===== src/rtl/aes_round_sequencer_if.sv =====
// -----------------------------------------------------------------------------
// aes_round_sequencer_if
//
// Purpose: bundles the host handshake and the round-unit connection of the
// iterative AES round sequencer into one interface.
//
// Parameter:
//   NK          key length in 32-bit words (4/6/8); key buses are 32*NK wide
//
// Signals (direction as seen by the sequencer, modport slave):
//   start       in   request, accepted only when the sequencer is idle
//   mode        in   00 encrypt, 01 decrypt, 10 round-trip, 11 reserved
//   data_in     in   plaintext or ciphertext, sampled on the accept edge
//   key_in      in   cipher key, sampled on the accept edge
//   rnd_result  in   combinational round-unit result
//   rnd_state   out  current state register, to round unit
//   rnd_key     out  latched key, to round unit
//   rnd_idx     out  round index, to round unit
//   rnd_dir     out  0 = encrypt round, 1 = decrypt round
//   busy        out  operation in progress
//   done        out  one-cycle completion pulse
//   data_out    out  final result, held until the next done
//   ct_out      out  intermediate ciphertext of the last round-trip
//   match       out  round-trip decrypt result equals the original input
//   err         out  one-cycle pulse on a start with the reserved mode
//
// Modports: slave = sequencer, master = host plus round unit.
// -----------------------------------------------------------------------------
interface aes_round_sequencer_if #(
    parameter int NK = 4
) ();
    localparam int KEY_W = 32 * NK;

    logic             start;
    logic [1:0]       mode;
    logic [127:0]     data_in;
    logic [KEY_W-1:0] key_in;

    logic [127:0]     rnd_state;
    logic [KEY_W-1:0] rnd_key;
    logic [3:0]       rnd_idx;
    logic             rnd_dir;
    logic [127:0]     rnd_result;

    logic             busy;
    logic             done;
    logic [127:0]     data_out;
    logic [127:0]     ct_out;
    logic             match;
    logic             err;

    modport slave (
        input  start, mode, data_in, key_in, rnd_result,
        output rnd_state, rnd_key, rnd_idx, rnd_dir,
        output busy, done, data_out, ct_out, match, err
    );

    modport master (
        output start, mode, data_in, key_in, rnd_result,
        input  rnd_state, rnd_key, rnd_idx, rnd_dir,
        input  busy, done, data_out, ct_out, match, err
    );
endinterface


===== src/rtl/aes_round_sequencer.sv =====
// -----------------------------------------------------------------------------
// aes_round_sequencer
//
// Purpose: iterative AES-128/192/256 round controller. Holds the cipher state
// and key, steps an external combinational round unit one round per clock,
// and offers encrypt, decrypt and round-trip (encrypt then decrypt with a
// match check against the original input) operations behind a
// start/busy/done handshake.
//
// Parameter:
//   NK     key length in 32-bit words: 4, 6 or 8. NR = NK+6 rounds.
//
// Ports:
//   clk    in   system clock, rising edge
//   rst_n  in   asynchronous active-low reset; aborts any operation
//   bus    aes_round_sequencer_if.slave: host handshake (start, mode,
//          data_in, key_in, busy, done, data_out, ct_out, match, err) and
//          round-unit link (rnd_state, rnd_key, rnd_idx, rnd_dir, rnd_result)
//
// Optional feature: define AES_SEQ_TRACE_EN to get a simulation-only
// per-round trace. Leave it undefined for synthesis.
// -----------------------------------------------------------------------------
module aes_round_sequencer #(
    parameter int NK = 4
) (
    input  logic                 clk,
    input  logic                 rst_n,
    aes_round_sequencer_if.slave bus
);
    localparam int         NR     = NK + 6;
    localparam int         KEY_W  = 32 * NK;
    localparam logic [3:0] NR_IDX = 4'(NR);

    localparam logic [1:0] MODE_DEC  = 2'b01;
    localparam logic [1:0] MODE_RT   = 2'b10;
    localparam logic [1:0] MODE_RSVD = 2'b11;

    if (NK != 4 && NK != 6 && NK != 8) begin : g_bad_nk
        $error("aes_round_sequencer: NK must be 4, 6 or 8");
    end

    typedef enum logic [1:0] {
        S_IDLE = 2'd0,
        S_ENC  = 2'd1,
        S_DEC  = 2'd2
    } state_e;

    state_e           state_q, state_d;
    logic [127:0]     st_q, st_d;
    logic [KEY_W-1:0] key_q, key_d;
    logic [127:0]     pt_q, pt_d;
    logic [3:0]       idx_q, idx_d;
    logic             dir_q, dir_d;
    logic             rt_q, rt_d;
    logic             busy_q, busy_d;
    logic             done_q, done_d;
    logic [127:0]     data_out_q, data_out_d;
    logic [127:0]     ct_out_q, ct_out_d;
    logic             match_q, match_d;
    logic             err_q, err_d;

    always_comb begin
        state_d    = state_q;
        st_d       = st_q;
        key_d      = key_q;
        pt_d       = pt_q;
        idx_d      = idx_q;
        dir_d      = dir_q;
        rt_d       = rt_q;
        done_d     = 1'b0;
        err_d      = 1'b0;
        data_out_d = data_out_q;
        ct_out_d   = ct_out_q;
        match_d    = match_q;

        case (state_q)
            S_IDLE: begin
                if (bus.start) begin
                    if (bus.mode == MODE_RSVD) begin
                        err_d = 1'b1;
                    end else begin
                        st_d  = bus.data_in;
                        key_d = bus.key_in;
                        pt_d  = bus.data_in;
                        if (bus.mode == MODE_DEC) begin
                            idx_d   = NR_IDX;
                            dir_d   = 1'b1;
                            rt_d    = 1'b0;
                            state_d = S_DEC;
                        end else begin
                            idx_d   = 4'd0;
                            dir_d   = 1'b0;
                            rt_d    = (bus.mode == MODE_RT);
                            state_d = S_ENC;
                        end
                    end
                end
            end

            S_ENC: begin
                st_d = bus.rnd_result;
                // Terminal test comes first so idx stays at NR instead of
                // stepping past the last round.
                if (idx_q == NR_IDX) begin
                    if (rt_q) begin
                        // Round-trip: keep the ciphertext and run the inverse
                        // cipher on it starting from the last round key.
                        ct_out_d = bus.rnd_result;
                        dir_d    = 1'b1;
                        state_d  = S_DEC;
                    end else begin
                        data_out_d = bus.rnd_result;
                        done_d     = 1'b1;
                        state_d    = S_IDLE;
                    end
                end else begin
                    idx_d = idx_q + 4'd1;
                end
            end

            S_DEC: begin
                st_d = bus.rnd_result;
                // Terminal test comes first so idx never wraps below zero.
                if (idx_q == 4'd0) begin
                    data_out_d = bus.rnd_result;
                    done_d     = 1'b1;
                    match_d    = rt_q && (bus.rnd_result == pt_q);
                    rt_d       = 1'b0;
                    state_d    = S_IDLE;
                end else begin
                    idx_d = idx_q - 4'd1;
                end
            end

            default: begin
                state_d = S_IDLE;
            end
        endcase
    end

    // busy tracks the state being entered, so it is already low in the
    // cycle where done is high and already high right after an accept.
    assign busy_d = (state_d != S_IDLE);

    always_ff @(posedge clk or negedge rst_n) begin
        if (!rst_n) begin
            state_q    <= S_IDLE;
            st_q       <= '0;
            key_q      <= '0;
            pt_q       <= '0;
            idx_q      <= '0;
            dir_q      <= 1'b0;
            rt_q       <= 1'b0;
            busy_q     <= 1'b0;
            done_q     <= 1'b0;
            data_out_q <= '0;
            ct_out_q   <= '0;
            match_q    <= 1'b0;
            err_q      <= 1'b0;
        end else begin
            state_q    <= state_d;
            st_q       <= st_d;
            key_q      <= key_d;
            pt_q       <= pt_d;
            idx_q      <= idx_d;
            dir_q      <= dir_d;
            rt_q       <= rt_d;
            busy_q     <= busy_d;
            done_q     <= done_d;
            data_out_q <= data_out_d;
            ct_out_q   <= ct_out_d;
            match_q    <= match_d;
            err_q      <= err_d;
        end
    end

    assign bus.rnd_state = st_q;
    assign bus.rnd_key   = key_q;
    assign bus.rnd_idx   = idx_q;
    assign bus.rnd_dir   = dir_q;
    assign bus.busy      = busy_q;
    assign bus.done      = done_q;
    assign bus.data_out  = data_out_q;
    assign bus.ct_out    = ct_out_q;
    assign bus.match     = match_q;
    assign bus.err       = err_q;

`ifdef AES_SEQ_TRACE_EN
    // Simulation-only round trace; mode is reconstructed from rt/dir.
    always @(posedge clk) begin
        if (rst_n && state_q != S_IDLE) begin
            $display("[aes_seq] mode=%b dir=%0d idx=%0d state=%h result=%h",
                     rt_q ? 2'b10 : {1'b0, dir_q}, dir_q, idx_q, st_q,
                     bus.rnd_result);
        end
        if (rst_n && done_q) begin
            $display("[aes_seq] done data_out=%h match=%0d", data_out_q, match_q);
        end
    end
`else
    // Trace disabled: the sequencer produces no simulation output.
`endif

endmodule


===== src/flat_wrapper.sv =====
// flat-port wrapper written by rule: the top's interface ports become plain ports
module aes_round_sequencer_flat 
#(
    parameter int NK = 4
)
  (clk, rst_n, bus_start, bus_mode, bus_data_in, bus_key_in, bus_rnd_result, bus_rnd_state, bus_rnd_key, bus_rnd_idx, bus_rnd_dir, bus_busy, bus_done, bus_data_out, bus_ct_out, bus_match, bus_err);
  aes_round_sequencer_if #(.NK(NK)) bus_i ();
  input  logic clk;
  input  logic rst_n;
  input wire logic [$bits(bus_i.start)-1:0] bus_start;
  input wire logic [$bits(bus_i.mode)-1:0] bus_mode;
  input wire logic [$bits(bus_i.data_in)-1:0] bus_data_in;
  input wire logic [$bits(bus_i.key_in)-1:0] bus_key_in;
  input wire logic [$bits(bus_i.rnd_result)-1:0] bus_rnd_result;
  output wire logic [$bits(bus_i.rnd_state)-1:0] bus_rnd_state;
  output wire logic [$bits(bus_i.rnd_key)-1:0] bus_rnd_key;
  output wire logic [$bits(bus_i.rnd_idx)-1:0] bus_rnd_idx;
  output wire logic [$bits(bus_i.rnd_dir)-1:0] bus_rnd_dir;
  output wire logic [$bits(bus_i.busy)-1:0] bus_busy;
  output wire logic [$bits(bus_i.done)-1:0] bus_done;
  output wire logic [$bits(bus_i.data_out)-1:0] bus_data_out;
  output wire logic [$bits(bus_i.ct_out)-1:0] bus_ct_out;
  output wire logic [$bits(bus_i.match)-1:0] bus_match;
  output wire logic [$bits(bus_i.err)-1:0] bus_err;
  assign bus_i.start = bus_start;
  assign bus_i.mode = bus_mode;
  assign bus_i.data_in = bus_data_in;
  assign bus_i.key_in = bus_key_in;
  assign bus_i.rnd_result = bus_rnd_result;
  assign bus_rnd_state = bus_i.rnd_state;
  assign bus_rnd_key = bus_i.rnd_key;
  assign bus_rnd_idx = bus_i.rnd_idx;
  assign bus_rnd_dir = bus_i.rnd_dir;
  assign bus_busy = bus_i.busy;
  assign bus_done = bus_i.done;
  assign bus_data_out = bus_i.data_out;
  assign bus_ct_out = bus_i.ct_out;
  assign bus_match = bus_i.match;
  assign bus_err = bus_i.err;
  aes_round_sequencer #(.NK(NK)) u_core (.clk(clk), .rst_n(rst_n), .bus(bus_i));
endmodule

===== config.mk =====
export PLATFORM = sky130hd
export DESIGN_NAME = aes_round_sequencer_flat
export DESIGN_NICKNAME = d
export VERILOG_FILES = /design/src/rtl/aes_round_sequencer_if.sv /design/src/rtl/aes_round_sequencer.sv /design/src/flat_wrapper.sv
export SDC_FILE = /design/constraint.sdc
export NUM_CORES = 1
export LEC_CHECK = 0
export BUFFER_PORTS_ARGS = -buffer_cell sky130_fd_sc_hd__buf_2
export CORE_AREA = 2 2 358 360
export CTS_CLUSTER_DIAMETER = 150
export DETAILED_ROUTE_END_ITERATION = 10
export DIE_AREA = 0 0 360 362
export GPL_TIMING_DRIVEN = 0
export PLACE_DENSITY_LB_ADDON = 0.2
export SYNTH_ARGS = -nofsm -noshare
export SYNTH_HDL_FRONTEND = slang
export SYNTH_SLANG_ARGS = --single-unit

===== constraint.sdc =====
create_clock -name clk -period 2.1 [get_ports clk]
set_input_delay 0.21 -clock clk [delete_from_list [all_inputs] [get_ports clk]]
set_output_delay 0.21 -clock clk [all_outputs]
set_load 0.02 [all_outputs]

==> summary.txt, run 1 <==
Status -> complete, but fails checks
Failing checks -> hold timing, setup timing
Crit path max-delay family -> buffers and inverters
Ratio of cells with drive above 1 in the final layout -> 47.4%
RSZ-0062 raised after global routing -> yes
Io pins -> 910
Final worst path period share -> 106%
Clock transition at path regs -> 60 ps
CTS tree -> built
Fin. Hold Viols -> 86
Clock latency on the worst-skew pair -> 710 ps
CP max-delay cell -> dfrtp_2
Max-cap viol count -> 0
Core ar. -> 127000 um^2
Cell count after synthesis -> 2059
Pre-CTS WS -> -1920 ps
Area contributors post-synth -> dfrtp_1 (61%), mux2_2 (18%), mux2i_1 (4.8%)
DIE AREA -> 130000 um^2
Synth top area share -> 60.9%
Total leakage power -> 0.0204 uW
CP startpoint kind -> flip-flop
Port Buffers -> 909
Area Growth Syn to Fin -> 62.7%
Commonest non-fill, non-tap cells in the layout -> buf_2 (913), dfrtp_1 (650), dlygate4sd3_1 (386)
Sequential share of the synthesized area -> 60.9%
Buf/Inv on CP -> 5
Vias post-DR -> 22800
Final Max Tran Viols -> 0
Vias per cell -> 4.35
First-pass GRT wire length -> 194000 um
Pwr Density -> 1710 nW/um^2
# clock sinks -> 652
Mean post-synth cell area -> 13.0 um^2
Post-route ant nets -> 0
DRT iter0 DRCs -> 1217
GRT Util Overall -> 21.3%
Initial antenna violation count -> 19
GP Congestion -> 0.831
Post-synth top flop -> dfrtp_1
Synth warn -> 0
Die Ht -> 362 um
Most common cell after layout, fill and taps aside -> buf_2
CP Max Fanout -> 7
Site Rows -> 131
# setup viols final -> 279
Filler cell count -> 12900
Post-layout util -> 34.4%
Hold WC Path Type -> in2async
Cts bufs inserted -> 82
# hold bufs at CTS -> 386
Crit. End Element -> flip-flop
Largest net degree at the start of global routing -> 111
Relative slew slack -> 34.5%
Fin Clk Skew -> 42.0 ps
Biggest cell delay along the critical path -> 460 ps
Netlist cell types -> 48
Arr. time, crit path -> 2790 ps
DRC viols -> 0
Asr flop ratio synth -> 100%
Worst-margin pin slew -> 980 ps
Reg area -> 16300 um^2
R2R cell count -> 9
Stages on worst setup path -> 9
Crit path top cell by count -> clkbuf_16
Die X -> 360 um
Vias in the first global route -> 24100
Tmin final -> 2230 ps
Number of synthesized register bits -> 652
H-tree depth -> 3
Final setup margin -> -133 ps
Worst Hold Slack -> -443 ps
Reg2Reg Setup Slack -> -130 ps
Number of synthesized flops with an enable pin -> 0
Root Driver -> clkbuf_16
Drt first pass iters -> 5
Worst vdd ir -> 0.00105 V
Initial Util -> 21.1%
Total gr overflow -> 0
CP Data Required Time -> 2660 ps
Crit-path cells -> inv_4, buf_4, ha_4, nand2_4, a21oi_4, buf_12, clkbuf_16, clkbuf_16, mux2_2
Area leader, netlist -> dfrtp_1
Final nets -> 3909
Fmax -> 448 MHz
DRT Wirelength -> 147000 um
Area of the multi-input gates -> 10900 um^2
Syn_nets -> 2455
Post-Syn Area -> 26800 um^2
HPWL Detailed -> 111000 um
Clock buffer depth -> 3
Crit Path Category -> reg2reg
WL/cell -> 27.9 um
## stage by stage
step / hold slack (ps) / power (uW) / setup TNS, ps / instances / area, um^2
after floorplan: -85.6 / 39600 / 0 / 2059 / 26800
after global placement: 442 / 53300 / - / 4630 / 33400
after detailed placement: 302 / 53600 / -809430 / 4638 / 33700
after CTS: -471 / 73100 / -13420 / 5204 / 42000
after global routing: -433 / 78400 / -35060 / 5245 / 43600
final: -443 / 74600 / -16630 / 5252 / 43600
## repair_timing
| item | CTS | global route |
|---|---|---|
| gates resized for setup | 372 | 274 |
| endpoints found under the hold margin | 684 | 86 |
| buffers inserted | 24 | 15 |
| pin swaps | 16 | 15 |
| setup endpoints to repair | 650 | 522 |
| gates cloned | 9 | 30 |
## Yosys cell counts (2+ instances only)
master,number
a2111oi_0,6
clkbuf_1,63
nor3_1,2
nor2b_1,12
a21oi_1,133
a221oi_1,5
xnor2_1,22
nand2_1,102
nand4_1,12
buf_6,3
nor2_1,134
a22oi_1,4
nor4_1,20
ha_1,6
o22ai_1,23
nand3_1,4
a22o_1,8
inv_1,70
buf_1,5
buf_2,38
nand2b_1,11
mux2i_1,129
o2111ai_1,3
a32o_1,2
xor2_1,45
mux2_2,418
o21ai_0,97
dfrtp_1,652
o2bb2ai_1,10
a2111o_1,2
## registers in the layout, summed over array words and instances, names as in the netlist, 2 cells and up
name                  flops
u_core.bus.ct_out       128
u_core.bus.data_out     128
u_core.bus.rnd_key      128
u_core.bus.rnd_state    128
u_core.pt_q             128
u_core.bus.rnd_idx        4
u_core.state_q            2
## final cells by class
type	instances	area share, %
Inverter	70	0.609
Multi-Input combinational cell	1227	24.9
Timing Repair Buffer	1378	23.0
Antenna cell	12	0.0689
Tap cell	1662	4.77
Sequential cell	652	37.4
Clock buffer	122	5.45
Clock inverter	27	0.672
Buffer	102	3.09
## routing by layer
layer	track usage, %	wire length [um]	up-vias
met5	0	13	-
met4	5.42	3790	2
met3	5.16	8730	174
met2	36.3	70600	831
met1	27.0	63400	11700
li1	-	-	10200
## worst paths after layout
| kind | from | endpoint |
|---|---|---|
| min in group clk | bus_rnd_result[7] | u_core.bus.rnd_state[7]$_DFFE_PN0P_ |
| worst min-delay path | rst_n | u_core.bus.ct_out[65]$_DFFE_PN0P_ |
| worst max register to register | u_core.state_q[1]$_DFF_PN0_ | u_core.bus.rnd_key[72]$_DFFE_PN0P_ |
| max in group asynchronous | rst_n | u_core.bus.rnd_key[118]$_DFFE_PN0P_ |
| worst max-delay path | u_core.state_q[1]$_DFF_PN0_ | u_core.bus.rnd_key[72]$_DFFE_PN0P_ |
| worst min register to register | u_core.bus.ct_out[16]$_DFFE_PN0P_ | u_core.bus.ct_out[16]$_DFFE_PN0P_ |
## worst reg2reg max path, delay by kind of cell, from the launching register on
| kind | cells | cell delay (ps) |
|---|---|---|
| compound gates | 1 | 240 |
| fa+ha+maj | 1 | 150 |
| buf+inv | 5 | 870 |
| flops | 1 | 460 |
| mux | 1 | 330 |
| simple gates | 1 | 60 |
## where the power goes
group,internal [uW],total (uW),switching (uW)
combinational,16300,37700,21400
clock,8140,14300,6120
sequential,18800,22600,3840
## cell families (layout without fill, tap and decap cells)
kind of cell / after synthesis / after routing / share of synthesized area (%)
buffers and inverters: 180 / 1699 / 2.80
xor gates and xnor gates: 67 / 67 / 2.19
muxes: 548 / 548 / 22.4
adders and majority gates: 7 / 7 / 0.355
and+or+nand+nor: 302 / 302 / 4.84
other: 0 / 12 / 0
DFF: 652 / 652 / 60.9
AOI/OAI and AO/OA: 303 / 303 / 6.49
Power figures use the tool's default switching activity.
==> run 2: changes to the inputs <==
--- a/config.mk
+++ b/config.mk
@@ -10,7 +10,6 @@
 export CTS_CLUSTER_DIAMETER = 150
 export DETAILED_ROUTE_END_ITERATION = 10
 export DIE_AREA = 0 0 360 362
-export GPL_TIMING_DRIVEN = 0
 export PLACE_DENSITY_LB_ADDON = 0.2
 export SYNTH_ARGS = -nofsm -noshare
 export SYNTH_HDL_FRONTEND = slang
==> summary.txt, run 2 (synthesis results as in run 1) <==
# clock sinks -> 652 (unchanged)
GP Congestion -> 0.845 (+1.6%)
Failing checks -> setup timing
CP Data Required Time -> 2650 ps (about the same)
Initial Util -> 21.1% (unchanged)
DRT Wirelength -> 134000 um (-8.8%)
Io pins -> 910 (unchanged)
Initial antenna violation count -> 24 (+5)
Area Growth Syn to Fin -> 59.9%
DRT iter0 DRCs -> 1130 (-7.1%)
Final Max Tran Viols -> 0 (unchanged)
Root Driver -> clkbuf_16
H-tree depth -> 3 (unchanged)
DIE AREA -> 130000 um^2 (unchanged)
R2R cell count -> 9 (unchanged)
Relative slew slack -> 46.3% (+12 points)
Cts bufs inserted -> 84 (+2.4%)
# setup viols final -> 12 (-96%)
Clock buffer depth -> 3 (unchanged)
Fmax -> 470 MHz (+4.9%)
Hold WC Path Type -> in2async
Final worst path period share -> 101% (-5.0 points)
DRC viols -> 0 (unchanged)
Ratio of cells with drive above 1 in the final layout -> 47.2% (-0.21 points)
First-pass GRT wire length -> 182000 um (-6.5%)
Status -> complete, but fails checks
Tmin final -> 2130 ps (-105 ps)
Setup_tns -> -174 ps (+16460 ps)
Post-layout util -> 33.8% (-0.59 points)
Clock latency on the worst-skew pair -> 700 ps (about the same)
Die Ht -> 362 um (unchanged)
Final setup margin -> -27.8 ps (+105 ps)
Total leakage power -> 0.0199 uW (-2.2%)
Crit Path Category -> reg2reg
Arr. time, crit path -> 2680 ps (-110 ps)
Vias in the first global route -> 23800 (-1.4%)
CP Max Fanout -> 7 (unchanged)
Worst Hold Slack -> 47.2 ps (+490 ps)
Most common cell after layout, fill and taps aside -> buf_2
Final nets -> 3943 (+0.87%)
CP startpoint kind -> flip-flop
Pwr Density -> 1680 nW/um^2 (-2.1%)
Core ar. -> 127000 um^2 (unchanged)
WL/cell -> 25.3 um (-9.3%)
Vias per cell -> 4.27 (-1.7%)
Vias post-DR -> 22600 (-1.1%)
Commonest non-fill, non-tap cells in the layout -> buf_2 (908), dfrtp_1 (652), dlygate4sd3_1 (389)
Largest net degree at the start of global routing -> 67 (-40%)
CTS tree -> built
RSZ-0062 raised after global routing -> yes
Fin Clk Skew -> 33.9 ps (-8.11 ps)
GRT Util Overall -> 19.5% (-1.8 points)
Drt first pass iters -> 5 (unchanged)
Clock transition at path regs -> 50 ps (about the same)
HPWL Detailed -> 103000 um (-6.6%)
Die X -> 360 um (unchanged)
Site Rows -> 131 (unchanged)
Post-route ant nets -> 0 (unchanged)
Total gr overflow -> 0 (unchanged)
Worst-margin pin slew -> 802 ps (-177 ps)
Port Buffers -> 909 (unchanged)
Max-cap viol count -> 0 (unchanged)
Worst vdd ir -> 0.000943 V (-9.9%)
Crit. End Element -> flip-flop
Fin. Hold Viols -> 0 (-100%)
run 2: area by class of cell:
cell class / instances / area, um^2
fill: 12900 / 83900
multi-input combinational: 1227 / 10200
clock buffer: 124 / 2450
antenna: 10 / 25.0
clock inverter: 26 / 390
sequential: 652 / 16300
tap: 1662 / 2080
timing repair buffer: 1512 / 11200
inverter: 70 / 263
run 2: worst paths after layout:
path | start | end | slack (ps)
worst max-delay path | u_core.state_q[1]$_DFF_PN0_ | u_core.bus.data_out[8]$_DFFE_PN0P_ | -30
worst min-delay path | rst_n | u_core.bus.ct_out[74]$_DFFE_PN0P_ | 50
worst max register to register | u_core.state_q[1]$_DFF_PN0_ | u_core.bus.data_out[8]$_DFFE_PN0P_ | -30
worst min register to register | u_core.bus.ct_out[67]$_DFFE_PN0P_ | u_core.bus.ct_out[67]$_DFFE_PN0P_ | 470
max in group asynchronous | rst_n | u_core.bus.rnd_state[94]$_DFFE_PN0P_ | 1120
min in group clk | bus_rnd_result[7] | u_core.bus.rnd_state[7]$_DFFE_PN0P_ | 70
run 2: power breakdown:
part / total [uW] / internal [uW] / switching [uW]
combinational: 34400 / 14700 / 19700
sequential: 22300 / 18800 / 3520
clock: 15100 / 8990 / 6090
total: 71800 / 42500 / 29300
run 2: per-stage QoR:
step | instances | cell area (um^2) | worst slack, ps | total power, uW
CTS | 5239 | 41800 | -43.4 | 70600
global placement | 4694 | 34900 | -247 | 53800
floorplan | 2059 | 26800 | 2.49 | 39600
global route | 5278 | 42800 | -94.3 | 75800
finish | 5283 | 42800 | -27.8 | 71800
detailed placement | 4694 | 34900 | -286 | 54100
run 2: layer usage:
layer / track usage (%) / vias to the layer above / share of wire, %
met5: 0 / - / 0.075
met4: 5.36 / 16 / 2.6
met3: 5.22 / 187 / 6.3
met2: 33.0 / 794 / 48
met1: 24.4 / 11300 / 43
li1: - / 10200 / -
run 2: critical path, stage by stage, from the launching register on:
cell and delay, ps:
dfrtp_1 430, inv_2 110, ha_4 160, nor3_2 40
a31o_1 200, a22oi_2 130, nand2b_4 240, buf_12 170
clkbuf_16 180, mux2_2 330
run 2: what timing repair did:
item,4_1_cts,5_1_grt
setup endpoints to repair,105,130
hold endpoints to repair,917,0
pin swaps,2,9
gates resized for setup,22,103
hold buffers,389,0
gates cloned,1,12
setup buffers,5,24
==> run 3: changes to the inputs <==
--- a/config.mk
+++ b/config.mk
@@ -6,10 +6,13 @@
 export NUM_CORES = 1
 export LEC_CHECK = 0
 export BUFFER_PORTS_ARGS = -buffer_cell sky130_fd_sc_hd__buf_2
-export CORE_AREA = 2 2 358 360
+export CELL_PAD_IN_SITES_DETAIL_PLACEMENT = 1
+export CELL_PAD_IN_SITES_GLOBAL_PLACEMENT = 2
+export CORE_AREA = 2 2 356 358
 export CTS_CLUSTER_DIAMETER = 150
 export DETAILED_ROUTE_END_ITERATION = 10
-export DIE_AREA = 0 0 360 362
+export DIE_AREA = 0 0 358 360
+export GPL_TIMING_DRIVEN = 0
 export PLACE_DENSITY_LB_ADDON = 0.2
 export SYNTH_ARGS = -nofsm -noshare
 export SYNTH_HDL_FRONTEND = slang
==> summary.txt, run 3 (synthesis results as in run 1) <==
WL/cell -> 28.6 um (+13%)
Worst-margin pin slew -> 795 ps (-7.15 ps)
# setup viols final -> 214 (+202)
Post-layout util -> 35.1% (+1.2 points)
Commonest non-fill, non-tap cells in the layout -> buf_2 (911), dfrtp_1 (650), dlygate4sd3_1 (381)
Power, Total -> 76200 uW (+6.2%)
Failing checks -> setup timing
RSZ-0062 raised after global routing -> yes
DIE AREA -> 129000 um^2 (-1.1%)
Relative slew slack -> 46.8% (+0.48 points)
Fin Clk Skew -> 25.0 ps (-8.90 ps)
Fmax -> 443 MHz (-5.8%)
Hold endpoint -> u_core.bus.rnd_state[79]$_DFFE_PN0P_
Largest net degree at the start of global routing -> 111 (+66%)
Vias in the first global route -> 25900 (+8.9%)
Worst hold start -> bus_rnd_result[79]
HPWL Detailed -> 115000 um (+12%)
Hold WC Path Type -> in2reg
# clock sinks -> 652 (unchanged)
Cts bufs inserted -> 85 (+1.2%)
Final worst path period share -> 108% (+6.2 points)
Reg2Reg Setup Slack -> -160 ps (-130 ps)
Most common cell after layout, fill and taps aside -> buf_2
Vias post-DR -> 23000 (+2.0%)
GRT Util Overall -> 22.6% (+3.1 points)
Tmin final -> 2260 ps (+131 ps)
Crit-path cells -> buf_6, ha_4, nor3_2, a31o_1, a22oi_2, nand2b_4, buf_12, buf_16, clkbuf_16, mux2_4
R2R cell count -> 10 (+1)
CP Data Required Time -> 2620 ps (-30 ps)
Worst vdd ir -> 0.000748 V (-21%)
Total leakage power -> 0.0203 uW (+2.0%)
Worst Hold Slack -> 44.5 ps (-2.72 ps)
Fin. Hold Viols -> 0 (unchanged)
CTS tree -> built
Io pins -> 910 (unchanged)
Post-route ant nets -> 0 (unchanged)
Biggest cell delay along the critical path -> 420 ps (about the same)
Die X -> 358 um (-0.56%)
Vias per cell -> 4.38 (+2.5%)
Clock transition at path regs -> 60 ps (about the same)
First-pass GRT wire length -> 206000 um (+13%)
Crit. End Element -> flip-flop
Initial Util -> 21.4% (+0.30 points)
Worst hold stages -> 3
Total gr overflow -> 0 (unchanged)
Core ar. -> 125000 um^2 (-1.4%)
Max-cap viol count -> 0 (unchanged)
Status -> complete, but fails checks
CP max-delay cell -> dfrtp_1
DRT iter0 DRCs -> 1067 (-5.6%)
Initial antenna violation count -> 25 (+4.2%)
Site Rows -> 130 (-0.76%)
Drt first pass iters -> 5 (unchanged)
CP startpoint kind -> flip-flop
Die Ht -> 360 um (-0.55%)
Ratio of cells with drive above 1 in the final layout -> 48.7% (+1.6 points)
DRC viols -> 0 (unchanged)
Final setup margin -> -159 ps (-131 ps)
GP Congestion -> 0.850 (+0.66%)
Port Buffers -> 909 (unchanged)
Arr. time, crit path -> 2780 ps (+100 ps)
Clock latency on the worst-skew pair -> 660 ps (-40 ps)
Final Max Tran Viols -> 0 (unchanged)
Pwr Density -> 1740 nW/um^2 (+3.9%)
DRT Wirelength -> 150000 um (+12%)
H-tree depth -> 3 (unchanged)
Clock buffer depth -> 3 (unchanged)
Final nets -> 3922 (-0.53%)
Area Growth Syn to Fin -> 63.5%
R2R Path Start -> u_core.state_q[0]$_DFF_PN0_
CP Max Fanout -> 6 (-1)
Crit Path Category -> reg2reg
Root Driver -> clkbuf_16
Worst r2r dst -> u_core.bus.data_out[111]$_DFFE_PN0P_
-- run 3: cell count changes in the layout (fill, tap and decap cells not counted), sizes merged --
cell / before / now
inv: 76 / 72
clkbuf: 136 / 186
dlygate4sd3: 389 / 381
clkinv: 12 / 13
bufinv: 7 / 5
buf: 1110 / 1052
clkinvlp: 1 / 7
bufbuf: 1 / 0
diode: 10 / 15
-- run 3: report_power, final --
part / switching [uW] / internal (uW)
Clock: 6150 / 9110
Sequential: 4060 / 18800
Combinational: 21600 / 16500
-- run 3: per-layer routing --
layer	wire [um]	vias up	track usage, %	part of all wire [%]
met5	34	-	0	0.023
met4	3920	6	6.33	2.6
met3	8970	172	5.24	6.0
met2	74600	759	39.1	50
met1	62700	11900	28.0	42
li1	-	10200	-	-
-- run 3: cell type report --
| type | instances | area (um^2) |
|---|---|---|
| diodes | 15 | 37.5 |
| plain buffers | 98 | 1390 |
| clock buffers | 129 | 2570 |
| clock inverters | 27 | 345 |
| fillers | 13600 | 81100 |
| inverters | 70 | 279 |
| multi-input cells | 1227 | 10500 |
| flip-flops and latches | 652 | 16300 |
| well taps | 1650 | 2060 |
| repair buffers | 1392 | 10300 |
-- run 3: critical path: cells and delay by family (launching register included) --
| kind | cells | cell delay (ps) |
|---|---|---|
| flops | 1 | 420 |
| compound gates | 2 | 360 |
| buf+inv | 4 | 640 |
| simple gates | 2 | 230 |
| mux | 1 | 290 |
| fa+ha+maj | 1 | 160 |
-- run 3: what timing repair did --
| action | CTS | global route |
|---|---|---|
| gates cloned | 21 | 16 |
| pin swaps | 25 | 21 |
| buffers inserted | 44 | 19 |
| hold buffers | 382 | 0 |
| endpoints found under the hold margin | 659 | 0 |
| resized for setup | 461 | 180 |
| setup endpoints to repair | 650 | 600 |
-- run 3: through the flow --
step	setup TNS, ps	worst slack (ps)	instances	instance area [um^2]
5_1_grt	-32500	-208	5252	43800
2_1_floorplan	0	2.49	2059	26800
3_5_place_dp	-864530	-1710	4624	33600
4_1_cts	-17380	-170	5225	42900
6_report	-13020	-159	5260	43800
3_3_place_gp	-9714110	-13800	4618	33400
-- run 3: worst max path at each step --
| stage | start | to | slack, ps | cells past startpoint |
|---|---|---|---|---|
| finish | u_core.state_q[0]$_DFF_PN0_ | u_core.bus.data_out[111]$_DFFE_PN0P_ | -160 | 10 |
| CTS | u_core.state_q[0]$_DFF_PN0_ | u_core.bus.ct_out[126]$_DFFE_PN0P_ | -170 | 10 |
| floorplan | u_core.state_q[1]$_DFF_PN0_ | u_core.pt_q[44]$_DFFE_PN0P_ | 2 | 8 |
| detailed placement | u_core.state_q[1]$_DFF_PN0_ | u_core.bus.ct_out[69]$_DFFE_PN0P_ | -1710 | 9 |
| global placement | rst_n | u_core.bus.rnd_key[102]$_DFFE_PN0P_ | -13800 | 1 |
| global route | u_core.state_q[0]$_DFF_PN0_ | u_core.bus.data_out[116]$_DFFE_PN0P_ | -210 | 10 |
